### src/rtl/pipeline_control_pkg.sv
// Shared types and constants for the pipeline stall/flush sequencer.
//   ctrl_state_e          : controller FSM state encoding (BOOT=0, RUN=1, STALL=2)
//   BUBBLE_CNT_W          : width of the remaining-bubble counter
//   COUNTER_WIDTH_DEFAULT : default width of the performance counters
package pipeline_control_pkg;

    typedef enum logic [1:0] {
        ST_BOOT  = 2'd0,
        ST_RUN   = 2'd1,
        ST_STALL = 2'd2
    } ctrl_state_e;

    localparam int unsigned BUBBLE_CNT_W          = 4;
    localparam int unsigned COUNTER_WIDTH_DEFAULT = 32;

endpackage

### src/rtl/saturating_event_counter.sv
// Event counter that holds at all-ones instead of wrapping.
//   clock     : rising-edge clock
//   reset     : asynchronous active-low clear
//   increment : count one event this cycle
//   count     : current count value
module saturating_event_counter
    import pipeline_control_pkg::*;
#(
    parameter int unsigned WIDTH = COUNTER_WIDTH_DEFAULT
) (
    input  logic             clock,
    input  logic             reset,
    input  logic             increment,
    output logic [WIDTH-1:0] count
);

    logic [WIDTH-1:0] count_q;
    logic [WIDTH-1:0] count_d;

    // Saturating next value.
    always_comb begin
        count_d = count_q;
        if (increment && (count_q != '1)) begin
            count_d = count_q + WIDTH'(1);
        end
    end

    always_ff @(posedge clock or negedge reset) begin
        if (!reset) begin
            count_q <= '0;
        end else begin
            count_q <= count_d;
        end
    end

    assign count = count_q;

endmodule

### src/rtl/pipeline_hazard_controller.sv
// Stall/flush sequencer for the five-stage pipeline: holds fetch during a
// boot window, inserts load-use bubbles, and flushes the younger stages on
// a redirect from the memory stage.
//   clock, reset                      : clock, async active-low reset
//   rs1Decode, rs2Decode              : source registers in fetch-to-decode
//   memoryReadEnableDecodeToExecute   : load in decode-to-execute
//   rdDecodeToExecute                 : destination in decode-to-execute
//   pcIncrementOrJump                 : redirect from execute-to-memory
//   pcWriteEnable, fetchToDecodeWriteEnable        : pipeline enables
//   fetchToDecodeFlush, decodeToExecuteFlush,
//   executeToMemoryFlush              : bubble-insert controls
//   stallCycleCount, flushEventCount  : saturating performance counters
//   controllerState                   : current FSM state
module pipeline_hazard_controller
    import pipeline_control_pkg::*;
#(
    parameter int unsigned BOOT_CYCLES      = 2,
    parameter int unsigned LOAD_USE_BUBBLES = 2,
    parameter int unsigned COUNTER_WIDTH    = COUNTER_WIDTH_DEFAULT
) (
    input  logic                     clock,
    input  logic                     reset,
    input  logic [4:0]               rs1Decode,
    input  logic [4:0]               rs2Decode,
    input  logic                     memoryReadEnableDecodeToExecute,
    input  logic [4:0]               rdDecodeToExecute,
    input  logic                     pcIncrementOrJump,
    output logic                     pcWriteEnable,
    output logic                     fetchToDecodeWriteEnable,
    output logic                     fetchToDecodeFlush,
    output logic                     decodeToExecuteFlush,
    output logic                     executeToMemoryFlush,
    output logic [COUNTER_WIDTH-1:0] stallCycleCount,
    output logic [COUNTER_WIDTH-1:0] flushEventCount,
    output logic [1:0]               controllerState
);

    localparam int unsigned BOOT_W = (BOOT_CYCLES > 2) ? $clog2(BOOT_CYCLES) : 1;
    localparam logic [BOOT_W-1:0] BOOT_LAST =
        BOOT_W'((BOOT_CYCLES > 0) ? (BOOT_CYCLES - 1) : 0);
    localparam logic [BUBBLE_CNT_W-1:0] BUBBLE_RELOAD =
        BUBBLE_CNT_W'((LOAD_USE_BUBBLES > 1) ? (LOAD_USE_BUBBLES - 1) : 0);
    localparam ctrl_state_e RESET_STATE = (BOOT_CYCLES == 0) ? ST_RUN : ST_BOOT;

    ctrl_state_e             state_q, state_d;
    logic [BOOT_W-1:0]       boot_cnt_q, boot_cnt_d;
    logic [BUBBLE_CNT_W-1:0] remain_q, remain_d;
    logic                    hazard;
    logic                    stall_inc;
    logic                    flush_inc;

    // Conservative load-use detect: rs2 is compared even when unused.
    assign hazard = memoryReadEnableDecodeToExecute
                  && (rdDecodeToExecute != 5'd0)
                  && ((rdDecodeToExecute == rs1Decode) || (rdDecodeToExecute == rs2Decode));

    always_ff @(posedge clock or negedge reset) begin
        if (!reset) begin
            state_q    <= RESET_STATE;
            boot_cnt_q <= '0;
            remain_q   <= '0;
        end else begin
            state_q    <= state_d;
            boot_cnt_q <= boot_cnt_d;
            remain_q   <= remain_d;
        end
    end

    // Next state and combinational pipeline controls.
    always_comb begin
        state_d                  = state_q;
        boot_cnt_d               = boot_cnt_q;
        remain_d                 = remain_q;
        pcWriteEnable            = 1'b1;
        fetchToDecodeWriteEnable = 1'b1;
        fetchToDecodeFlush       = 1'b0;
        decodeToExecuteFlush     = 1'b0;
        executeToMemoryFlush     = 1'b0;
        stall_inc                = 1'b0;
        flush_inc                = 1'b0;

        case (state_q)
            ST_BOOT: begin
                pcWriteEnable        = 1'b0;
                fetchToDecodeFlush   = 1'b1;
                decodeToExecuteFlush = 1'b1;
                executeToMemoryFlush = 1'b1;
                if (boot_cnt_q == BOOT_LAST) begin
                    state_d    = ST_RUN;
                    boot_cnt_d = '0;
                end else begin
                    boot_cnt_d = boot_cnt_q + BOOT_W'(1);
                end
            end

            ST_RUN: begin
                // Redirect beats hazard: the load is younger and gets flushed.
                if (pcIncrementOrJump) begin
                    fetchToDecodeFlush   = 1'b1;
                    decodeToExecuteFlush = 1'b1;
                    executeToMemoryFlush = 1'b1;
                    flush_inc            = 1'b1;
                end else if (hazard) begin
                    pcWriteEnable            = 1'b0;
                    fetchToDecodeWriteEnable = 1'b0;
                    decodeToExecuteFlush     = 1'b1;
                    stall_inc                = 1'b1;
                    if (LOAD_USE_BUBBLES > 1) begin
                        state_d  = ST_STALL;
                        remain_d = BUBBLE_RELOAD;
                    end
                end
            end

            ST_STALL: begin
                if (pcIncrementOrJump) begin
                    fetchToDecodeFlush   = 1'b1;
                    decodeToExecuteFlush = 1'b1;
                    executeToMemoryFlush = 1'b1;
                    flush_inc            = 1'b1;
                    remain_d             = '0;
                    state_d              = ST_RUN;
                end else begin
                    pcWriteEnable            = 1'b0;
                    fetchToDecodeWriteEnable = 1'b0;
                    decodeToExecuteFlush     = 1'b1;
                    stall_inc                = 1'b1;
                    remain_d                 = remain_q - BUBBLE_CNT_W'(1);
                    // <= 1 also recovers from a corrupted zero count.
                    if (remain_q <= BUBBLE_CNT_W'(1)) begin
                        remain_d = '0;
                        state_d  = ST_RUN;
                    end
                end
            end

            default: begin
                state_d  = ST_RUN;
                remain_d = '0;
            end
        endcase
    end

    saturating_event_counter #(.WIDTH(COUNTER_WIDTH)) u_stall_cnt (
        .clock     (clock),
        .reset     (reset),
        .increment (stall_inc),
        .count     (stallCycleCount)
    );

    saturating_event_counter #(.WIDTH(COUNTER_WIDTH)) u_flush_cnt (
        .clock     (clock),
        .reset     (reset),
        .increment (flush_inc),
        .count     (flushEventCount)
    );

    assign controllerState = state_q;

endmodule

### config.mk
export PLATFORM = sky130hd
export DESIGN_NAME = pipeline_hazard_controller
export DESIGN_NICKNAME = d
export VERILOG_FILES = /design/src/rtl/pipeline_control_pkg.sv /design/src/rtl/saturating_event_counter.sv /design/src/rtl/pipeline_hazard_controller.sv
export SDC_FILE = /design/constraint.sdc
export NUM_CORES = 1
export LEC_CHECK = 0
export CAP_MARGIN = 15
export CORE_ASPECT_RATIO = 2
export CORE_MARGIN = 5
export CORE_UTILIZATION = 30
export DETAILED_ROUTE_END_ITERATION = 8
export PLACE_DENSITY = 0.61
export SLEW_MARGIN = 0
export SYNTH_ARGS = -nofsm -noshare
export SYNTH_HDL_FRONTEND = slang
export SYNTH_HIERARCHICAL = 1
export SYNTH_SLANG_ARGS = --single-unit
### constraint.sdc
create_clock -name clock -period 3.4 [get_ports clock]
set_clock_uncertainty 0.1 [all_clocks]
set_input_delay 0.51 -clock clock [delete_from_list [all_inputs] [get_ports clock]]
set_output_delay 0.51 -clock clock [all_outputs]
set_load 0.005 [all_outputs]
==> impl_metrics.ini, run 1 <==
[timing]
fin_crit_ns = 3.23
rsz0062_at_grt = false
slew_viol_final = 0
final.period_utilization_pct = 95.0
setup_viol = 0
slew_headroom_pct = 38.0
tns_ns = 0
fin_ws_ns = 0.169
worst_pin_slew_ns = 0.930
fmax_mhz = 309
hold_viol_final = 0
worst_hold_slack_ns = 0.276

[critical_path]
critPathMaxFanout = 4
cpMaxStageDelayCell = or4_4
cpPeakStageDelay_ns = 0.57
crit_path_end_kind = output pin
path_buf_inv = 2
crit_required_ns = 2.79
critPathLaunchType = input port
worstSetupPathType = input port to output pin
cpMostUsedCell = clkdlybuf4s50_1
cpLargestDelayFamily = buffers and inverters
worstPathCellList = clkdlybuf4s50_1 -> or4_4 -> o21a_1 -> nand2_1 -> a211o_1 -> clkdlybuf4s50_1
critical_path_arrival_ns = 2.62

[cts]
cts_setup_buffers = 0
cts.repair.resized = 0
h-tree-depth = 3
cts_tree = yes
clockBufferDepth = 2
clk_latency_ns = 0.33
numCtsBuffers = 9
cts_sinks = 71
cts_hold_buf = 0
root_buffer = clkbuf_16
path_clk_slew_ns = 0.05

[route]
route.met2.wl_mm = 5.70
wl_met3_um = 641
wl_met1_mm = 4.21
vias_per_cell = 5.22
wl_per_cell_um = 17.2
ant_nets = 0
drc = 0
drtPass1Iterations = 4
drt-total-wl_mm = 10.9
drt_iter0_drc = 195
highest_layer = met4
vias = 3291

[power]
p_sw_mw = 0.670
internal-power_mw = 1.77
combPwrFrac_pct = 21.1
vdd_ir_drop_max_mv = 0.257
switching_share_pct = 27.4
pwr-share-seq_pct = 41.1
p_leak_nw = 2.14
powerDensity_mw_per_mm2 = 466
p_clk_share_pct = 37.8

[floorplanning]
die_area_mm2 = 0.0155
die_h_um = 171
coreArea_mm2 = 0.0126
ios = 90
row_count = 58
die_w_um = 90.4
start_util_pct = 30.7

[yosys]
synth_warnings = 6
synth.distinct_cells = 56
yosys.area.top_type = dfrtp_1
yosysSeqAreaShare_pct = 45.8
synth_edf_count = 0
async_flop_share_pct = 100
synth-seq-cells = 71
syn_area_per_cell_um2 = 10.3
syn_nets = 403
netlist_area_mm2 = 0.00388
synthCells = 376
synth_area_leaders = dfrtp_1 (46%), xnor2_1 (12%), nand4_1 (4.8%)
synth_ff_type = dfrtp_1
yosys.area.top_type_share_pct = 45.8

[cells_and_area]
n_antenna_cell = 0
ff_latch_area_mm2 = 0.00178
multiInputGateArea_mm2 = 0.00203
drive_gt1_share_pct = 8.94
syn_to_final_growth_pct = 35.2
nNetsFinal = 503
post-route-cell-area_mm2 = 0.00525
layout.cells.non_filler = 631
n_fill_cell = 1247

[place]
dp_slack_ns = -0.0901
dp.cells = 615
place_congestion = 0.838
post-dp-hpwl_mm = 8.24
placement.cell_area_mm2 = 0.00496
portBuffers = 89

[global_routing]
grt_pass1_wl_mm = 17.8
grt_max_degree = 72
grt_antenna_before_repair = 0
grt_util_all_layers_pct = 14.4
grt-ovfl-total = 0
grt_pass1_vias = 3485

[hold_path]
hold_path.class = input port to asynchronous set/reset pin

[job]
drv_cap = 0

[run_status]
status = complete, no violations
[placed cells by master (no fill, tap or decap), drive strengths merged, types with 3 or more instances in the layout]
cell type and count:
buf 6, or4 4, dfrtp 71, ha 8, nor2 28, clkdlybuf4s50 88
nand2 30, nor4 10, a21oi 8, and4 7, nand4 32, a311oi 3
or3 3, and2 3, xnor2 53, xor2 17, inv 11, clkinv 3
nor2b 3, nor3 13, and3 4, a31oi 3, nand3 30, mux2 4
o21ai 3, clkbuf 12
[layer usage]
| layer | vias up | GRT usage (%) |
|---|---|---|
| met4 | 0 | 6.42 |
| met5 | - | 0 |
| li1 | 1566 | - |
| met2 | 114 | 26.0 |
| met1 | 1591 | 15.3 |
| met3 | 20 | 4.27 |
[synth_stat cells (all sizes together) (2+ instances only)]
library cell / count
nand2: 30
or4: 4
mux2: 4
xor2: 17
a21oi: 8
and4: 7
a21boi: 2
a311oi: 3
clkbuf: 2
xnor2: 53
nor2b: 3
buf: 3
nand4: 32
o211ai: 2
nor4: 10
a211o: 2
nand3: 30
and3: 4
dfrtp: 71
a31oi: 3
and2: 3
o22ai: 2
o31ai: 2
ha: 8
o21ai: 3
o21a: 2
inv: 11
nor2: 28
nor3: 13
or3: 3
[cells by family after synthesis]
kind of cell / synth area share [%]
simple gates: 25.0
flops: 45.8
xor+xnor: 15.8
compound gates: 7.54
buf+inv: 2.03
fa+ha+maj: 2.58
mux: 1.26
[power groups by stage]
stage | registers (mW) | logic, mW | clock network, mW
3_5_place_dp | 1.02 | 0.523 | 0
4_1_cts | 1.00 | 0.527 | 0.947
3_3_place_gp | 1.02 | 0.510 | 0
5_1_grt | 1.02 | 0.569 | 0.984
2_1_floorplan | 1.00 | 0.251 | 0
6_report | 1.00 | 0.517 | 0.924
[final timing paths]
check	start	end	slack (ns)	depth (start not counted)
min	reset	u_stall_cnt/count[25]	0.28	2
max in group asynchronous	reset	controllerState[1]	2.28	2
max reg2reg	controllerState[0]	u_stall_cnt/count[29]	0.47	9
max	rdDecodeToExecute[1]	fetchToDecodeWriteEnable	0.17	6
min in group clock	boot_cnt_q	boot_cnt_q	0.37	1
min reg2reg	boot_cnt_q	boot_cnt_q	0.37	1
[stage by stage]
stage                     utilization, %  power [mW]
after global routing                41.6        2.57
after floorplan                        -        1.25
after global placement              39.2        1.53
after detailed placement            39.2        1.54
after CTS                           41.6        2.48
final                               41.6        2.44
[area by class of cell]
cell class                      count  area share, %
Multi-Input combinational cell    289           38.6
Sequential cell                    71           33.9
Timing Repair Buffer               94           17.6
Clock buffer                       12           4.70
Tap cell                          150           3.58
Clock inverter                      4          0.858
Inverter                           11          0.787
[sequential cells by signal (all words and copies together) (netlist names)]
signal	flops
u_flush_cnt/count	32
controllerState	2
remain_q	4
boot_cnt_q	1
u_stall_cnt/count	32
Power figures use the tool's default switching activity.
==> run 2: changes to the inputs <==
Settings changed: ABC_AREA set to 1, PLACE_DENSITY 0.61 to 0.58.
==> run 2 against run 1 <==
Against the previous run:
- routed wire length grew 46%
- worst setup slack gained 0.30 ns
- sequential power is essentially flat
- register-to-register slack gained 0.35 ns
- count of clock-buffer cells in the layout is the same
- largest cell class unchanged
==> impl_metrics.ini, run 2 <==
[yosys]
yosysMostFrequentCell = nand2_1
synth_edf_count = 0
synth_warnings = 6
synth-seq-cells = 71
syn_area_per_cell_um2 = 6.47
netlist_area_mm2 = 0.00508
async_flop_share_pct = 100
synth_common_cells = nand2_1 (323), nor2_1 (114), inv_1 (74)
yosys.area.top_type = dfrtp_1
syn_nets = 811
synthCells = 784
yosysSeqAreaShare_pct = 35.0
yosys.area.top_type_share_pct = 35.0
synth_area_leaders = dfrtp_1 (35%), nand2_1 (24%), nor2_1 (8.4%)
synth_ff_type = dfrtp_1
synth.distinct_cells = 27

[critical_path]
critPathMaxFanout = 4
cpMaxStageDelayCell = clkdlybuf4s50_1
crit_path_end_kind = output pin
path_buf_inv = 3
crit_required_ns = 2.79
critPathLaunchType = input port
cpPeakStageDelay_ns = 0.55
worstPathCellList = clkdlybuf4s50_1 -> inv_2 -> nand2_1 -> nand2_1 -> nor2_1 -> nand3_1 -> nand2_2 -> nand2_1 -> nand2_1 -> nand2_1 -> a21oi_1 -> clkdlybuf4s50_1
critical_path_arrival_ns = 2.32
cpLargestDelayFamily = buffers and inverters
worstSetupPathType = input port to output pin
cpMostUsedCell = nand2_1

[timing]
tns_ns = 0
fmax_mhz = 342
slew_headroom_pct = 35.3
slew_viol_final = 0
hold_viol_final = 0
setup_viol = 0
final.period_utilization_pct = 86.1
rsz0062_at_grt = false
fin_crit_ns = 2.93
worst_pin_slew_ns = 0.971

[floorplanning]
coreArea_mm2 = 0.0167
start_util_pct = 30.4
die_h_um = 194
die_area_mm2 = 0.0198
die_w_um = 102
ios = 90
row_count = 67

[cts]
cts.repair.resized = 0
cts_sinks = 71
h-tree-depth = 3
cts_setup_buffers = 0
cts_hold_buf = 0
cts_tree = yes
clockBufferDepth = 2
clk_latency_ns = 0.34
path_clk_slew_ns = 0.06
numCtsBuffers = 9
root_buffer = clkbuf_16

[place]
post-dp-hpwl_mm = 12.3
place_congestion = 0.908
dp.cells = 1070
portBuffers = 89
placement.cell_area_mm2 = 0.00613

[global_routing]
grt-ovfl-total = 0
grt_util_all_layers_pct = 16.7
grt_antenna_before_repair = 0
grt_pass1_wl_mm = 26.1
grt_pass1_vias = 5185
grt_max_degree = 72

[route]
drtPass1Iterations = 4
ant_nets = 0
drt_iter0_drc = 168
drc = 0
vias = 5197
wl_per_cell_um = 14.7
drt-total-wl_mm = 15.9
vias_per_cell = 4.79

[power]
vdd_ir_drop_max_mv = 0.212
powerDensity_mw_per_mm2 = 432
p_leak_nw = 2.73

[run_status]
status = complete, no violations

[cells_and_area]
post-route-cell-area_mm2 = 0.00645
n_antenna_cell = 0
layout.cells.non_filler = 1086
layout_common_cells = nand2_1 (323), nor2_1 (114), clkdlybuf4s50_1 (88)
nNetsFinal = 901
final_common_cell = nand2_1
n_fill_cell = 1799
drive_gt1_share_pct = 7.05
syn_to_final_growth_pct = 27.1

[hold_path]
hold_path.class = input port to asynchronous set/reset pin

[job]
drv_cap = 0
==> run 2: final timing paths <==
check,cells after the start,endpoint,from,slack (ns)
min in group clock,1,boot_cnt_q,boot_cnt_q,0.39
max,12,decodeToExecuteFlush,rdDecodeToExecute[4],0.47
max in group asynchronous,1,u_flush_cnt/count[12],reset,2.34
min reg2reg,1,boot_cnt_q,boot_cnt_q,0.39
min,1,boot_cnt_q,reset,0.21
max reg2reg,11,u_stall_cnt/count[22],controllerState[0],0.82
==> run 2: cell type report <==
cell class	instances	area (µm²)	share of cell area, %
clock buffers	12	267	4.13
clock inverters	4	52.6	0.815
inverters	82	308	4.77
multi-input cells	619	2890	44.7
flip-flops and latches	71	1780	27.5
well taps	207	259	4.01
repair buffers	91	903	14.0
==> run 2: logic make-up (layout without fill, tap and decap cells) <==
group | Yosys count | count (layout) | synth area share [%]
AOI/OAI and AO/OA | 17 | 17 | 1.90
DFF | 71 | 71 | 35.0
buffers and inverters | 94 | 189 | 8.16
xor gates and xnor gates | 20 | 20 | 3.45
adders and majority gates | 8 | 8 | 1.97
and+or+nand+nor | 574 | 574 | 49.5
==> run 2: report_power, final <==
| part | total, mW | internal (mW) | switching (mW) |
|---|---|---|---|
| clock | 1.02 | 0.629 | 0.389 |
| combinational | 0.778 | 0.347 | 0.430 |
| sequential | 0.993 | 0.908 | 0.0850 |
| total | 2.79 | 1.88 | 0.904 |
==> run 2: per-layer routing <==
metal / track usage (%) / part of all wire [%] / vias up / routed length [µm]
met5: 0 / 0 / - / 0
met4: 11.0 / 6.3 / 0 / 1000
met3: 2.09 / 3.1 / 50 / 489
met2: 30.9 / 55 / 119 / 8720
met1: 16.8 / 36 / 2413 / 5700
li1: - / - / 2615 / -
==> run 2: metrics by stage <==
stage	worst slack [ns]	power (mW)	utilization [%]	hold WS, ns
2_1_floorplan	0.950	1.47	-	0.114
3_3_place_gp	0.331	1.80	36.8	0.358
3_5_place_dp	0.256	1.80	36.8	0.381
4_1_cts	0.439	2.85	38.7	0.267
5_1_grt	0.323	2.97	38.7	0.308
6_report	0.472	2.79	38.7	0.214
==> run 3: changes to the inputs <==
Settings changed: ABC_AREA 1 to not set, PLACE_DENSITY 0.58 to 0.61.
==> results of run 3 <==
The final DEF is identical to that of run 1; final timing and power are the same.
==> edit 1: new RTL, config.mk and constraints of run 2 <==
Set the package constant `BUBBLE_CNT_W` to 6 (it was 4).
--- a/src/rtl/pipeline_control_pkg.sv
+++ b/src/rtl/pipeline_control_pkg.sv
@@ -10,7 +10,7 @@
         ST_STALL = 2'd2
     } ctrl_state_e;
 
-    localparam int unsigned BUBBLE_CNT_W          = 4;
+    localparam int unsigned BUBBLE_CNT_W          = 6;
     localparam int unsigned COUNTER_WIDTH_DEFAULT = 32;
 
 endpackage
Formal check against the unedited RTL: same outputs for any inputs over 10 cycles, from zero or initial values and one cycle with reset low; that may be too few to reach the edited logic, so the function may still have changed.
==> edit 1 against run 2 <==
- clock power down 7%
- sequential cell count up 2
- utilization down 0.37 points
- routed wire length up 3.1%
- area after synthesis up 3.5%
- design area up 2.5%
- fmax up 0.32%
- combinational power up 9.1%
- power up 0.95%
- worst setup slack better by 9.2 ps
- global-route usage down 0.43 points
- sequential share of layout area up 0.074 points
- synthesized cell count up 3.1%
==> edit 1: results (changes against run 2) <==
Power and ir drop
  – Combinational Power Share: 30.2% (+2.3 points)
  – Sw Share: 34.5% (+2.1 points)
  – Logic power comb: 849 uW (+9.1%)
  – Maximum vdd drop: 0.000415 V (+96%)
  – P_leak: 2.88 nW (+5.3%)
  – Clock Power: 948 uW (-7%)

Layout
  – Clock buf/inv share: 4.39% (-0.56 points)
  – Ratio of cells with drive above 1 in the final layout: 7.71% (+0.66 points)
  – Final #Nets: 930 (+3.2%)
  – Reg area: 1830 um2 (+2.8%)
  – Count of non-CTS buffers in the layout: 96 (+5.5%)
  – Inverters: 83 (+1.2%)
  – Fill count: 1894 (+5.3%)
  – Signal buffers share of area: 14.2% (+0.22 points)
  – Clkbuf count: 11 (-1)
  – Multi-In Gates: 640 (+3.4%)
  – Fraction of area in multi-input gates: 45.1% (+0.37 points)
  – Fin area: 6620 um2 (+2.5%)

Clock tree
  – Clock buffer depth: 2 (unchanged)
  – # H-tree levels: 3 (unchanged)
  – Post-CTS Setup Inserts: 0 (unchanged)
  – Clock transition at the registers of the reported paths: 60 ps (about the same)
  – Skew-Pair Late Insertion Delay: 340 ps (about the same)

Detailed routing
  – DR vias/cell: 4.74 (-0.96%)
  – Via Count: 5299 (+2.0%)
  – Met2 WL: 8.93 mm (+2.4%)
  – TritonRoute pass-1 iters: 4 (unchanged)
  – WL met1: 5.60 mm (-1.8%)
  – DRT Wirelength: 16.4 mm (+3.1%)
  – Highest metal layer with signal wires: met4
  – Metal3 WL: 767 um (+57%)
  – Initial DRC count: 140 (-17%)

Setup path
  – CP peak stage delay: 530 ps (-20 ps)
  – CP arrival: 2310 ps
  – Crit Path Max Fanout: 3 (-1)

GRT
  – Total GRT Usage: 16.3% (-0.43 points)
  – Initial antenna violation count: 0 (unchanged)
  – Largest net degree at the start of global routing: 58 (-19%)
  – Grt met2 use: 31.4% (+0.54 points)
  – First-pass GRT wire length: 26.7 mm (+2.3%)
  – Met3 usage: 3.21% (+1.1 points)
  – Vias in the first global route: 5461 (+5.3%)
  – Met1 usage: 14.7% (-2.0 points)

Synthesis
  – Post-synth top flop: dfrtp_1
  – Commonest cells post-synth: nand2_1, nor2_1, inv_1, dfrtp_1, nand3_1
  – Area contributors post-synth: dfrtp_1, nand2_1, nor2_1
  – Yosys cell types: 27 (unchanged)
  – Yosys reg bits: 73 (+2.8%)
  – Syn Area/Cell: 6.50 um2 (+0.40%)
  – Async SR Flop Fraction: 100% (unchanged)
  – Syn nets: 835 (+3.0%)
  – Sequential fraction of the synthesis area: 34.8% (-0.22 points)

Outcome
  – Status: finished, final reports clean

Placement
  – Post-DP HPWL: 13.0 mm (+5.6%)
  – Placed instance area: 6320 um2 (+3.1%)
  – Gpl congestion: 0.877 (-3.4%)
  – Setup slack at placement: 390 ps (+133 ps)
  – IO Port Bufs: 89 (unchanged)

Min path
  – Worst Hold Class: in -> async

Timing
  – Worst-margin pin slew: 794 ps (-177 ps)
## edit 1: logic make-up (layout without fill, tap and decap cells)
family,after synthesis,in the layout,share of synthesized area (%)
AOI/OAI and AO/OA,17,17,1.91
xor gates and xnor gates,22,22,3.67
adders and majority gates,8,8,1.91
buffers and inverters,95,195,8.43
DFF,73,73,34.8
and+or+nand+nor,593,593,49.3
## edit 1: worst paths after layout
path,from,end,slack (ps),cells past startpoint
min reg2reg,boot_cnt_q$_DFFE_PN0P_,boot_cnt_q$_DFFE_PN0P_,370,1
max reg2reg,controllerState[0]$_DFFE_PN0P_,u_flush_cnt/count[28]$_DFFE_PN0P_,880,11
min,reset,remain_q[3]$_DFFE_PN0P_,130,1
min in group clock,boot_cnt_q$_DFFE_PN0P_,boot_cnt_q$_DFFE_PN0P_,370,1
max,rdDecodeToExecute[1],decodeToExecuteFlush,480,12
max in group asynchronous,reset,u_stall_cnt/count[7]$_DFFE_PN0P_,2370,2
==> edit 2: new RTL, settings of run 2 <==
Made on the original files. Reset style: synchronous (`reset`), changed in 2 clocked blocks. Comments in the files are not updated.
--- a/src/rtl/saturating_event_counter.sv
+++ b/src/rtl/saturating_event_counter.sv
@@ -25,7 +25,7 @@
         end
     end
 
-    always_ff @(posedge clock or negedge reset) begin
+    always_ff @(posedge clock) begin
         if (!reset) begin
             count_q <= '0;
         end else begin
--- a/src/rtl/pipeline_hazard_controller.sv
+++ b/src/rtl/pipeline_hazard_controller.sv
@@ -54,7 +54,7 @@
                   && (rdDecodeToExecute != 5'd0)
                   && ((rdDecodeToExecute == rs1Decode) || (rdDecodeToExecute == rs2Decode));
 
-    always_ff @(posedge clock or negedge reset) begin
+    always_ff @(posedge clock) begin
         if (!reset) begin
             state_q    <= RESET_STATE;
             boot_cnt_q <= '0;
Formal check against the unedited RTL: differs if reset is asserted again (counterexample within 4 cycles, from zero or initial values and one cycle with reset low); with reset held inactive, the same outputs for 10 cycles.
==> edit 2 against run 2 <==
- synthesized cell count fell by 1.1%
- highest routed layer unchanged
- worst setup slack got worse by 11 ps
- design area fell by 8.7%
- worst hold slack improved by 160 ps
- area after synthesis fell by 9.9%
- sequential cell count did not move
- routed wire length fell by 16%
- cell count fell by 2.5%
- via count fell by 2.5%
Power is not compared: it rests on default switching activity, and its combinational part moved more than twofold at a synthesized area within 25%.
==> edit 2: results (changes against run 2) <==
Outcome
  – Status: finished, final reports clean

Timing
  – Hold slack: 370 ps (+156 ps)
  – Slew margin rel.: 51.9% (+17 points)

Synthesis
  – Sequential fraction of the synthesis area: 31.1% (-3.9 points)
  – Yosys cell types: 34 (+26%)
  – Async SR Flop Fraction: 0% (-100 points)
  – Syn nets: 802 (-1.1%)
  – Commonest cells post-synth: nand2_1, nor2_1, inv_1, dfxtp_1, nand3_1
  – Post-synth top flop: dfxtp_1
  – Area contributors post-synth: dfxtp_1, nand2_1, nor2_1
  – Synth top area share: 31.1% (-3.9 points)

Clock tree
  – Clock buffer depth: 2 (unchanged)
  – Skew-Pair Late Insertion Delay: 330 ps

Detailed routing
  – DR vias/cell: 4.78 (about the same)
  – TritonRoute pass-1 iters: 5 (+1)
  – Drt wl/cell: 12.6 um (-14%)
  – Initial DRC count: 308 (+83%)

Setup path
  – Crit path launch: rdDecodeToExecute[1]
  – CP peak stage delay: 510 ps (-40 ps)
  – Worst reg-to-reg setup slack: 1010 ps (+190 ps)
  – Critical-path top delay cell: clkdlybuf4s50_1
  – R2r startpoint: controllerState[1]$_SDFFE_PN0P_
  – Crit Path Max Fanout: 3 (-1)
  – Crit path max-delay family: buffers and inverters
  – Reg2reg end: u_flush_cnt/count[17]$_SDFFE_PN0P_

Power and ir drop
  – Maximum vdd drop: 0.000229 V

GRT
  – Largest net degree at the start of global routing: 40 (-44%)
  – First-pass GRT wire length: 22.5 mm (-14%)
  – Total GRT Usage: 14.9% (-1.8 points)
  – Initial antenna violation count: 0 (unchanged)
  – Vias in the first global route: 4816 (-7.1%)

Placement
  – Setup slack at placement: 280 ps (+24.1 ps)
  – Post-DP HPWL: 9.89 mm (-20%)
  – Gpl congestion: 0.864 (-4.8%)

Min path
  – Worst Hold Class: reg -> reg
  – Hold depth: 2
  – Hold Startpoint: boot_cnt_q$_SDFFE_PN0P_

Layout
  – Ratio of cells with drive above 1 in the final layout: 5.46% (-1.6 points)
  – Final #Nets: 886 (-1.7%)
  – Fill count: 1641 (-8.8%)
  – Diode count: 0 (unchanged)
-- edit 2: changes by cell type after synthesis, sizes merged, moves of 9 or more --
cell	before	now
nand2	343	238
dfrtp	71	0
dfxtp	0	71
nor2	127	175
a21oi	6	46
nand3b	17	2
xnor2	17	3
nand3	58	71
a31oi	0	9
-- edit 2: cells by family after synthesis --
family	share of synthesized area (%)
AOI/OAI and AO/OA	7.28
xor gates and xnor gates	0.766
adders and majority gates	2.19
buffers and inverters	9.60
DFF	31.1
and+or+nand+nor	49.1
-- edit 2: power groups by stage --
stage	Clock [mW]	Combinational (mW)	Sequential [mW]
after floorplan	0	0.142	0.872
after global placement	0	0.225	0.873
after detailed placement	0	0.229	0.874
after CTS	0.918	0.231	0.855
after global routing	0.964	0.257	0.857
final	0.889	0.229	0.856
-- edit 2: cell type report --
type	instances	area, um2	area share [%]
multi-input combinational	599	2710	46.1
sequential	71	1420	24.1
timing repair buffer	93	916	15.6
inverter	85	319	5.42
clock buffer	12	267	4.53
tap	198	248	4.21
clock inverter	1	5.00	0.0850
-- edit 2: worst max-delay path by stage --
| stage | slack [ps] | cells after the start | to |
|---|---|---|---|
| final | 460 | 11 | fetchToDecodeWriteEnable |
| after global routing | 220 | 11 | pcWriteEnable |
| after CTS | 430 | 11 | fetchToDecodeWriteEnable |
| after detailed placement | 280 | 17 | u_stall_cnt/count[17]$_SDFFE_PN0P_ |
| after global placement | 400 | 17 | u_stall_cnt/count[30]$_SDFFE_PN0P_ |
| after floorplan | 1170 | 16 | u_stall_cnt/count[17]$_SDFFE_PN0P_ |
-- edit 2: per-layer routing --
metal,routed length (um),up-vias,global-route usage [%]
li1,-,2633,-
met1,6270,2280,19.3
met2,6060,134,24.4
met3,795,19,3.98
met4,188,0,4.55
met5,0,-,0
-- edit 2: worst min-delay path: stages (launching register included) --
cell and delay (ps):
dfxtp_1 310, nand2_1 60, a21oi_1 60
-- edit 2: stage by stage --
step	cell area, um2	util, %	cells
final	5890	38.9	1059
after global routing	5890	38.9	1059
after CTS	5890	38.9	1059
after detailed placement	5620	37.1	1046
after global placement	5620	37.1	1046
after floorplan	4570	-	775
